<file path="src/rtl/trdb_packet_sched.sv">
// Trace-encoder packet scheduler: picks the packet format per retired instruction, keeps the
// live branch map and resync counter, and queues requests toward the packet emitter.
package trdb_pkg;
  typedef enum logic [1:0] {
    F_BRANCH_DIFF = 2'h0,
    F_BRANCH_FULL = 2'h1,
    F_ADDR_ONLY   = 2'h2,
    F_SYNC        = 2'h3
  } trdb_format_t;

  typedef enum logic [1:0] {
    SF_START     = 2'h0,
    SF_EXCEPTION = 2'h1,
    SF_CONTEXT   = 2'h2,
    SF_UNDEF     = 2'h3
  } trdb_subformat_t;
endpackage

module trdb_packet_sched
  import trdb_pkg::*;
#(
  parameter int BRANCH_MAP_LEN = 31,
  parameter int FIFO_DEPTH     = 4,
  parameter int RESYNC_MAX     = 256,
  localparam int CW = $clog2(BRANCH_MAP_LEN + 1)
) (
  input  logic                      clk_i,
  input  logic                      rst_i,
  input  logic                      flush_i,
  input  logic                      valid_i,
  input  logic                      branch_i,
  input  logic                      branch_taken_i,
  input  logic                      lc_exception_i,
  input  logic                      lc_u_discontinuity_i,
  input  logic                      tc_first_qualified_i,
  input  logic                      tc_unhalted_i,
  input  logic                      tc_privchange_i,
  input  logic                      tc_context_change_i,
  input  logic                      nc_halt_i,
  input  logic                      nc_exception_i,
  input  logic                      nc_privchange_i,
  input  logic                      nc_unqualified_i,
  output logic                      packet_valid_o,
  input  logic                      packet_ready_i,
  output trdb_format_t              packet_format_o,
  output trdb_subformat_t           packet_subformat_o,
  output logic [CW-1:0]             branch_cnt_o,
  output logic [BRANCH_MAP_LEN-1:0] branch_map_o,
  output logic                      overflow_o,
  output logic                      resync_pending_o
);
  localparam int PW = $clog2(FIFO_DEPTH);
  localparam int RW = $clog2(RESYNC_MAX);

  typedef struct packed {
    trdb_format_t              fmt;
    trdb_subformat_t           sub;
    logic [CW-1:0]             cnt;
    logic [BRANCH_MAP_LEN-1:0] map;
  } entry_t;

  entry_t                    fifo_mem [FIFO_DEPTH];
  logic [PW-1:0]             wr_ptr_q, wr_ptr_d, rd_ptr_q, rd_ptr_d;
  logic [PW:0]               fifo_cnt_q, fifo_cnt_d;
  logic [BRANCH_MAP_LEN-1:0] map_q, map_d, map_eff;
  logic [CW-1:0]             cnt_q, cnt_d, cnt_eff;
  logic [RW-1:0]             rs_cnt_q, rs_cnt_d;
  logic                      pend_q, pend_d, ovf_q, ovf_d;
  logic                      req, push, pop, drop, fifo_full, is_empty, is_full, nc_any;
  trdb_format_t              req_fmt;
  trdb_subformat_t           req_sub;
  entry_t                    head;

  always_comb begin
    map_eff  = map_q | (BRANCH_MAP_LEN'(branch_i & ~branch_taken_i) << cnt_q);
    cnt_eff  = cnt_q + CW'(branch_i);
    is_empty = (cnt_eff == '0);
    is_full  = (cnt_eff == CW'(BRANCH_MAP_LEN));
    nc_any   = nc_halt_i | nc_exception_i | nc_privchange_i | nc_unqualified_i;
    req      = 1'b0;
    req_fmt  = F_BRANCH_DIFF;
    req_sub  = SF_START;
    if (valid_i) begin
      if (lc_exception_i) begin
        req = 1'b1; req_fmt = F_SYNC; req_sub = SF_EXCEPTION;
      end else if (tc_first_qualified_i | tc_unhalted_i | tc_privchange_i | pend_q) begin
        req = 1'b1; req_fmt = F_SYNC; req_sub = SF_START;
      end else if (lc_u_discontinuity_i | nc_any) begin
        req = 1'b1; req_fmt = is_empty ? F_ADDR_ONLY : F_BRANCH_FULL; req_sub = SF_UNDEF;
      end else if (is_full) begin
        req = 1'b1; req_fmt = F_BRANCH_FULL; req_sub = SF_UNDEF;
      end else if (tc_context_change_i) begin
        req = 1'b1; req_fmt = F_SYNC; req_sub = SF_CONTEXT;
      end
    end
  end

  // A pop frees a slot in the same cycle, so push-while-full with a pop is not a drop.
  assign fifo_full = (fifo_cnt_q == (PW+1)'(FIFO_DEPTH));
  assign pop       = packet_valid_o & packet_ready_i;
  assign push      = req & (~fifo_full | pop);
  assign drop      = req & fifo_full & ~pop;

  always_comb begin
    wr_ptr_d   = wr_ptr_q + PW'(push);
    rd_ptr_d   = rd_ptr_q + PW'(pop);
    fifo_cnt_d = fifo_cnt_q + (PW+1)'(push) - (PW+1)'(pop);
    map_d      = map_q;
    cnt_d      = cnt_q;
    rs_cnt_d   = rs_cnt_q;
    pend_d     = pend_q;
    ovf_d      = ovf_q | drop;
    if (valid_i) begin
      map_d = req ? '0 : map_eff;
      cnt_d = req ? '0 : cnt_eff;
      if (rs_cnt_q == RW'(RESYNC_MAX - 1)) pend_d = 1'b1;
      else rs_cnt_d = rs_cnt_q + RW'(1);
    end
    if (req && req_fmt == F_SYNC) begin
      rs_cnt_d = '0;
      if (req_sub == SF_START) pend_d = 1'b0;
    end
    if (drop) pend_d = 1'b1;
    if (flush_i) begin
      wr_ptr_d = '0; rd_ptr_d = '0; fifo_cnt_d = '0;
      map_d = '0; cnt_d = '0; rs_cnt_d = '0; pend_d = 1'b0; ovf_d = 1'b0;
    end
  end

  always_ff @(posedge clk_i or posedge rst_i) begin
    if (rst_i) begin
      wr_ptr_q   <= '0;
      rd_ptr_q   <= '0;
      fifo_cnt_q <= '0;
      map_q      <= '0;
      cnt_q      <= '0;
      rs_cnt_q   <= '0;
      pend_q     <= 1'b0;
      ovf_q      <= 1'b0;
    end else begin
      wr_ptr_q   <= wr_ptr_d;
      rd_ptr_q   <= rd_ptr_d;
      fifo_cnt_q <= fifo_cnt_d;
      map_q      <= map_d;
      cnt_q      <= cnt_d;
      rs_cnt_q   <= rs_cnt_d;
      pend_q     <= pend_d;
      ovf_q      <= ovf_d;
    end
  end

  // Storage needs no reset: every read is masked by the occupancy count.
  always_ff @(posedge clk_i) begin
    if (push && !flush_i) fifo_mem[wr_ptr_q] <= '{fmt: req_fmt, sub: req_sub, cnt: cnt_eff, map: map_eff};
  end

  assign head               = fifo_mem[rd_ptr_q];
  assign packet_valid_o     = (fifo_cnt_q != '0);
  assign packet_format_o    = packet_valid_o ? head.fmt : F_BRANCH_DIFF;
  assign packet_subformat_o = packet_valid_o ? head.sub : SF_START;
  assign branch_cnt_o       = packet_valid_o ? head.cnt : '0;
  assign branch_map_o       = packet_valid_o ? head.map : '0;
  assign overflow_o         = ovf_q;
  assign resync_pending_o   = pend_q;
endmodule

</file>
<file path="config.mk">
export PLATFORM = sky130hd
export DESIGN_NAME = trdb_packet_sched
export DESIGN_NICKNAME = d
export VERILOG_FILES = /design/src/rtl/trdb_packet_sched.sv
export SDC_FILE = /design/constraint.sdc
export NUM_CORES = 1
export LEC_CHECK = 0
export ABC_AREA = 1
export CORE_UTILIZATION = 30
export CTS_CLUSTER_DIAMETER = 30
export DETAILED_ROUTE_END_ITERATION = 10
export HOLD_SLACK_MARGIN = 0.05
export PLACE_DENSITY_LB_ADDON = 0.08
export SLEW_MARGIN = 20
export SYNTH_ARGS = -nofsm -noshare
export SYNTH_HDL_FRONTEND = slang
export SYNTH_SLANG_ARGS = --single-unit
</file>
<file path="constraint.sdc">
create_clock -name clk_i -period 5.6 [get_ports clk_i]
set_input_delay 1.12 -clock clk_i [delete_from_list [all_inputs] [get_ports clk_i]]
set_output_delay 1.12 -clock clk_i [all_outputs]
set_load 0.005 [all_outputs]
</file>
**After elaboration in Yosys (flattened, before gate mapping)**

Memory sizes are Yosys's and may differ from the RTL's.
Cells that the tools add are included.

- Register bits: 53
- Bits of input ports: 17
- RAM bits: 160
- Memories kept: 1

- Muxes and demuxes: 45
- Add/subtract/negate cells: 6
- Eq/ne operators: 5
- Shifts and indexed selects: 1
- Bitwise gates (word level): 18
- Reduce and logical (&&, ||, !) cells: 9

Memory list:

| name | words | bits a word | rd ports | clocked after Yosys merged registers in | wr ports | RTL line | RTL |
|---|---|---|---|---|---|---|---|
| fifo_mem | 4 | 40 | 1 | 0 | 1 | 62 | `entry_t fifo_mem [FIFO_DEPTH];` |

Operators with widths:

| kind | count |
|---|---|
| 2-to-1 mux 31 bit | 4 |
| 2-to-1 mux 2 bit | 17 |
| 2-to-1 mux 8 bit | 4 |
| bitwise AND 1 x 31 -> 31 bit | 1 |
| NOT 1 -> 31 bit | 1 |
| OR 31 bit | 1 |
| left shift 31 x 5 -> 31 bit | 1 |
| 2-to-1 mux 5 bit | 4 |
| 2-to-1 mux 1 bit | 15 |
| OR 1 bit | 9 |
| adder 8 x 1 -> 8 bit (second input constant) | 1 |
| equality test 8 bit (second input constant) | 1 |
| nonzero test 3 bit | 2 |
| adder 5 x 1 -> 5 bit | 1 |
| equality test 5 bit (second input constant) | 1 |
| logical NOT 5 bit | 1 |
| adder 2 x 1 -> 2 bit | 2 |
| bitwise AND 1 bit | 4 |
| adder 3 x 1 -> 3 bit | 1 |
| equality test 3 bit (second input constant) | 1 |
| 2-to-1 mux 3 bit | 1 |
| != test 3 x 2 -> 1 bit (second input constant) | 1 |
| subtractor 3 x 1 -> 3 bit | 1 |
| equality test 2 bit (second input constant) | 1 |
| 6 further kinds | 8 |

**Longest topological paths before layout**

- Word-level depth: 13
- Gate-level depth with buffers: 18
- Gate-level depth less buffers: 18

**Worst setup path before layout**

OpenSTA, ideal clock, no wires.

- Kind: input port to flip-flop
- Start point: in branch_i
- End point: mem fifo_mem[0][0] (netlist name), enable pin
- Stages: 10
- Library setup time: 487 ps
- Slack: -56 ps
- Buffers on the path: 0
- Data arrival time: 5169 ps
- Path through: ha_1 -> ha_1 -> nand2_1 -> nor2_2 -> nand3_4 -> nand4_1 -> nand2_2 -> nor2_2 -> nand2_1 -> nor3_1

- Cells in the longest elaborated chain, start to end: 11

Ends and longest elaborated chain:

| item | RTL line | RTL |
|---|---|---|
| from (decl) | 31 | `input logic branch_i,` |
| adder 5 x 1 -> 5 bit | 76 | `cnt_eff = cnt_q + CW'(branch_i);` |
| named net cnt_eff[1] | 66 | `logic [CW-1:0] cnt_q, cnt_d, cnt_eff;` |
| equality test 5 bit | 78 | `is_full = (cnt_eff == CW'(BRANCH_MAP_LEN));` |
| 2-to-1 mux 1 bit | 90 | `end else if (is_full) begin` |
| 2-to-1 mux 1 bit | 88 | `end else if (lc_u_discontinuity_i \| nc_any) begin` |
| 2-to-1 mux 1 bit | 86 | `end else if (tc_first_qualified_i \| tc_unhalted_i \| tc_privchange_i \| pend_q) begin` |
| 2-to-1 mux 1 bit | 84 | `if (lc_exception_i) begin` |
| 2-to-1 mux 1 bit | 83 | `if (valid_i) begin` |
| bitwise AND 1 bit | 101 | `assign push = req & (~fifo_full \| pop);` |
| logical AND 1 bit | 154 | `if (push && !flush_i) fifo_mem[wr_ptr_q] <= '{fmt: req_fmt, sub: req_sub, cnt: cnt_eff, map: map_eff};` |
| 2-to-1 mux 1 bit | 154 |  |
| 2-to-1 mux 1 bit (implied by the code) | 154 |  |
| to (decl) | 62 |  |

The timed path passes the listed nets, and every way through them passes these cells.

**Worst setup path in the final report**

- Start point: reg rd_ptr_q[0]
- End point: out branch_map_o[20]

- Cells in the longest elaborated chain, start to end: 2

Ends and longest elaborated chain:

| item | RTL line | RTL |
|---|---|---|
| from (decl) | 63 | `logic [PW-1:0] wr_ptr_q, wr_ptr_d, rd_ptr_q, rd_ptr_d;` |
| from (signal assigned) | 142 | `rd_ptr_q <= rd_ptr_d;` |
| memory (4 x 40 bit) | -- |  |
| 2-to-1 mux 31 bit | 162 | `assign branch_map_o = packet_valid_o ? head.map : '0;` |
| to (decl) | 48 | `output logic [BRANCH_MAP_LEN-1:0] branch_map_o,` |

No other way between the ends.

==> metrics <==
post-layout utilization of the core=40.32%; register area share after synthesis=66.06%; router iterations before antenna repair=4; placed cell area=0.01031 mm2; total length of routed wires=23930 um; Final Cycle Share=71.88%; most common cell after layout, fill and taps aside=sky130_fd_sc_hd__nor2_1; register bit total from synthesis=213; layout cell share with drive strength beyond 1=14.59%; Yosys top cell area share=51.77%; Net count, final=981; leakage component of the power=4.633 nW; net switching power=1.664 mW; share of async-settable or async-resettable flops after synthesis=24.88%; die height=177.9 um; Area contributors post-synth=sky130_fd_sc_hd__edfxtp_1 (52%), sky130_fd_sc_hd__dfrtp_1 (14%), sky130_fd_sc_hd__nor2_1 (7.6%); number of inserted filler cells in the final layout=2928; required time at the worst-slack endpoint=4480 ps; Clock Pin Slew Worst Setup and Hold Paths=40 ps; post-synthesis share of cell area spent on full adders, half adders and majority gates=1.159%; sequential standard cell area=0.006132 mm2; CTS Root Cell=sky130_fd_sc_hd__clkbuf_16; power share of the sequential group=28.4%; detailed router's first-iteration violation count=409; number of port buffers=59; mapped cell area=0.009281 mm2; Syn Area/Cell=10.61 um2; Slew Viols, Final=0; combinational share of power=18.6%; initial cell density of the core=30.42%; CTS Hold Buffers Added=0; fraction of the mapped netlist area in compound gates=11.01%; number of cells produced by synthesis=875; maximum number of pins on one net before global-route repair=65; synthesized netlist net count=900; worst endpoint data arrival time=2910 ps; Internal Pwr Total=4.648 mW; combined global-route utilization of all metal layers=15.66%; routability congestion estimate from global placement=0.7222; mux share of post-synthesis cell area=0%; Max Clock Skew=8.687 ps; predominant post-synthesis flop cell=sky130_fd_sc_hd__edfxtp_1; Final Hold Violating Endpoints=0; total clock buffers created by CTS=54; vias post-DR=6563; Power Total=6.312 mW; status=finished, final reports clean; number of routed nets with antenna violations=0; post-synth cell types=30; global-route wire length before repair=37300 um; via count of the first global-routing pass=6437; worst-case headroom to the max-slew limit=34.34%; synthesis-to-finish area growth=32.53%; switch share=26.36%; final number of setup-violating endpoints=0; slew at the pin closest to its max-slew limit=983.8 ps; worst IR drop on VDD=0.2291 mV; Sum Neg Setup Slack=0 ps; cell area after layout=0.01230 mm2; TritonCTS Sinks=213; Ys Warns=0; overall die width=177.9 um; maximum net fanout on the critical path=43; level count of the clock H-tree=2; category of the critical setup timing path=reg2out; crit start category=flop; area occupied by multi-input gates=0.002678 mm2; global route total overflow=0; largest family of logic cells by synthesized area=simple AND/OR/NAND/NOR gates; post-route DRC violation count=0; post_cts resized=0; area fraction in and, or, nand and nor cells after synthesis=15.56%; WHS=514.5 ps; number of primary I/O pins=60; Power per Cell Area=513.2 mW/mm2; part of the power in the clock network=53.0%; RSZ-0062 raised after global routing=false; path type of the worst min-delay path=reg2reg; highest-count cells in the layout ignoring fill and taps=sky130_fd_sc_hd__nor2_1 (188), sky130_fd_sc_hd__edfxtp_1 (160), sky130_fd_sc_hd__o21ai_0 (112); placeable core area=0.03051 mm2; initial antenna violation count=0; XOR/XNOR share of the synthesized area=0.8493%; max capacitance violation total=0; Post-CTS Setup Inserts=0; ratio of routed vias to standard cells=4.698; die area=0.03164 mm2; Worst Setup End Kind=primary output; Row Count=64; Antenna Cells=0; detail-routed net length per standard cell=17.13 um; estimated wirelength of the detail-placed design=13750 um; Clock Latency Late Sink=550 ps; time the final worst path needs with I/O delays and setup=4025 ps; EDFF count, synth=160; maximum count of clock buffers along a single path=3; area leader, netlist=sky130_fd_sc_hd__edfxtp_1; TritonCTS clock tree=built; Max Clock Freq=0.2484 GHz
[stage by stage]
step                setup WS (ps)  cells
global route                 1310   1397
finish                       1575   1397
floorplan                  -55.98    875
CTS                          1413   1397
global placement             1275   1296
detailed placement           1262   1296
[flip-flops by register name, indices dropped and copies added (netlist names)]
register	flops
cnt_q	5
fifo_cnt_q	3
fifo_mem	160
map_q	31
overflow_o	1
rd_ptr_q	2
resync_pending_o	1
rs_cnt_q	8
wr_ptr_q	2
[power by group through the flow]
stage | logic, mW | clock network (mW) | registers, mW
finish | 1.17 | 3.34 | 1.79
global route | 1.33 | 3.48 | 1.80
CTS | 1.22 | 3.41 | 1.79
detailed placement | 1.21 | 0 | 1.82
global placement | 1.22 | 0 | 1.82
floorplan | 0.588 | 0 | 1.82
[path summary, 6_finish.rpt]
path                       slack (ps)  depth (start not counted)                    start                       to
max                              1570                          7    rd_ptr_q[0]$_DFF_PP0_         branch_map_o[20]
min                               510                          2  rs_cnt_q[1]$_DFFE_PP0P_  rs_cnt_q[1]$_DFFE_PP0P_
max reg2reg                      2480                         15     cnt_q[4]$_DFFE_PP0P_  fifo_cnt_q[2]$_DFF_PP0_
min reg2reg                       510                          2  rs_cnt_q[1]$_DFFE_PP0P_  rs_cnt_q[1]$_DFFE_PP0P_
max in group asynchronous        4010                          3                    rst_i    rd_ptr_q[0]$_DFF_PP0_
min in group asynchronous        1080                          3                    rst_i    map_q[23]$_DFFE_PP0P_
[worst max-delay path: stages (launching register included)]
cell                              delay (ps)
sky130_fd_sc_hd__dfrtp_2                 360
sky130_fd_sc_hd__buf_4                   440
sky130_fd_sc_hd__buf_4                   500
sky130_fd_sc_hd__nor2_1                   90
sky130_fd_sc_hd__nor2_1                   90
sky130_fd_sc_hd__o21ai_0                 100
sky130_fd_sc_hd__a21oi_1                 220
sky130_fd_sc_hd__clkdlybuf4s50_1         530
[synth_stat cells (6+ instances only)]
master	n
sky130_fd_sc_hd__nand2_4	6
sky130_fd_sc_hd__nand4_1	6
sky130_fd_sc_hd__clkbuf_1	41
sky130_fd_sc_hd__edfxtp_1	160
sky130_fd_sc_hd__inv_1	69
sky130_fd_sc_hd__nand3_1	52
sky130_fd_sc_hd__o22ai_1	35
sky130_fd_sc_hd__nor3_1	7
sky130_fd_sc_hd__nor2_1	188
sky130_fd_sc_hd__xor2_1	6
sky130_fd_sc_hd__nand2_2	6
sky130_fd_sc_hd__dfrtp_1	53
sky130_fd_sc_hd__nand2_1	49
sky130_fd_sc_hd__a21oi_1	44
sky130_fd_sc_hd__ha_1	7
sky130_fd_sc_hd__o21ai_0	112
sky130_fd_sc_hd__buf_2	8
[cells by family after synthesis]
family          count (synthesis)
buf+inv                       126
simple gates                  326
xor+xnor                        9
flops                         213
compound gates                193
fa+ha+maj                       8
[layer usage]
metal | vias to the layer above | track usage, % | share of wire, % | wire (um)
li1 | 3212 | - | - | -
met1 | 3151 | 21.59 | 47 | 11230
met2 | 152 | 24.59 | 46 | 11090
met3 | 48 | 2.849 | 4.5 | 1077
met4 | 0 | 5.484 | 2.2 | 528
met5 | - | 0 | 0 | 0
[final cells by class]
| type | instances | share of cell area, % |
|---|---|---|
| Timing Repair Buffer | 77 | 5.900 |
| Clock buffer | 58 | 11.11 |
| Clock inverter | 43 | 5.076 |
| Tap cell | 396 | 4.028 |
| Inverter | 74 | 2.268 |
| Sequential cell | 213 | 49.85 |
| Multi-Input combinational cell | 536 | 21.77 |
(Power assumes the default switching activity.)
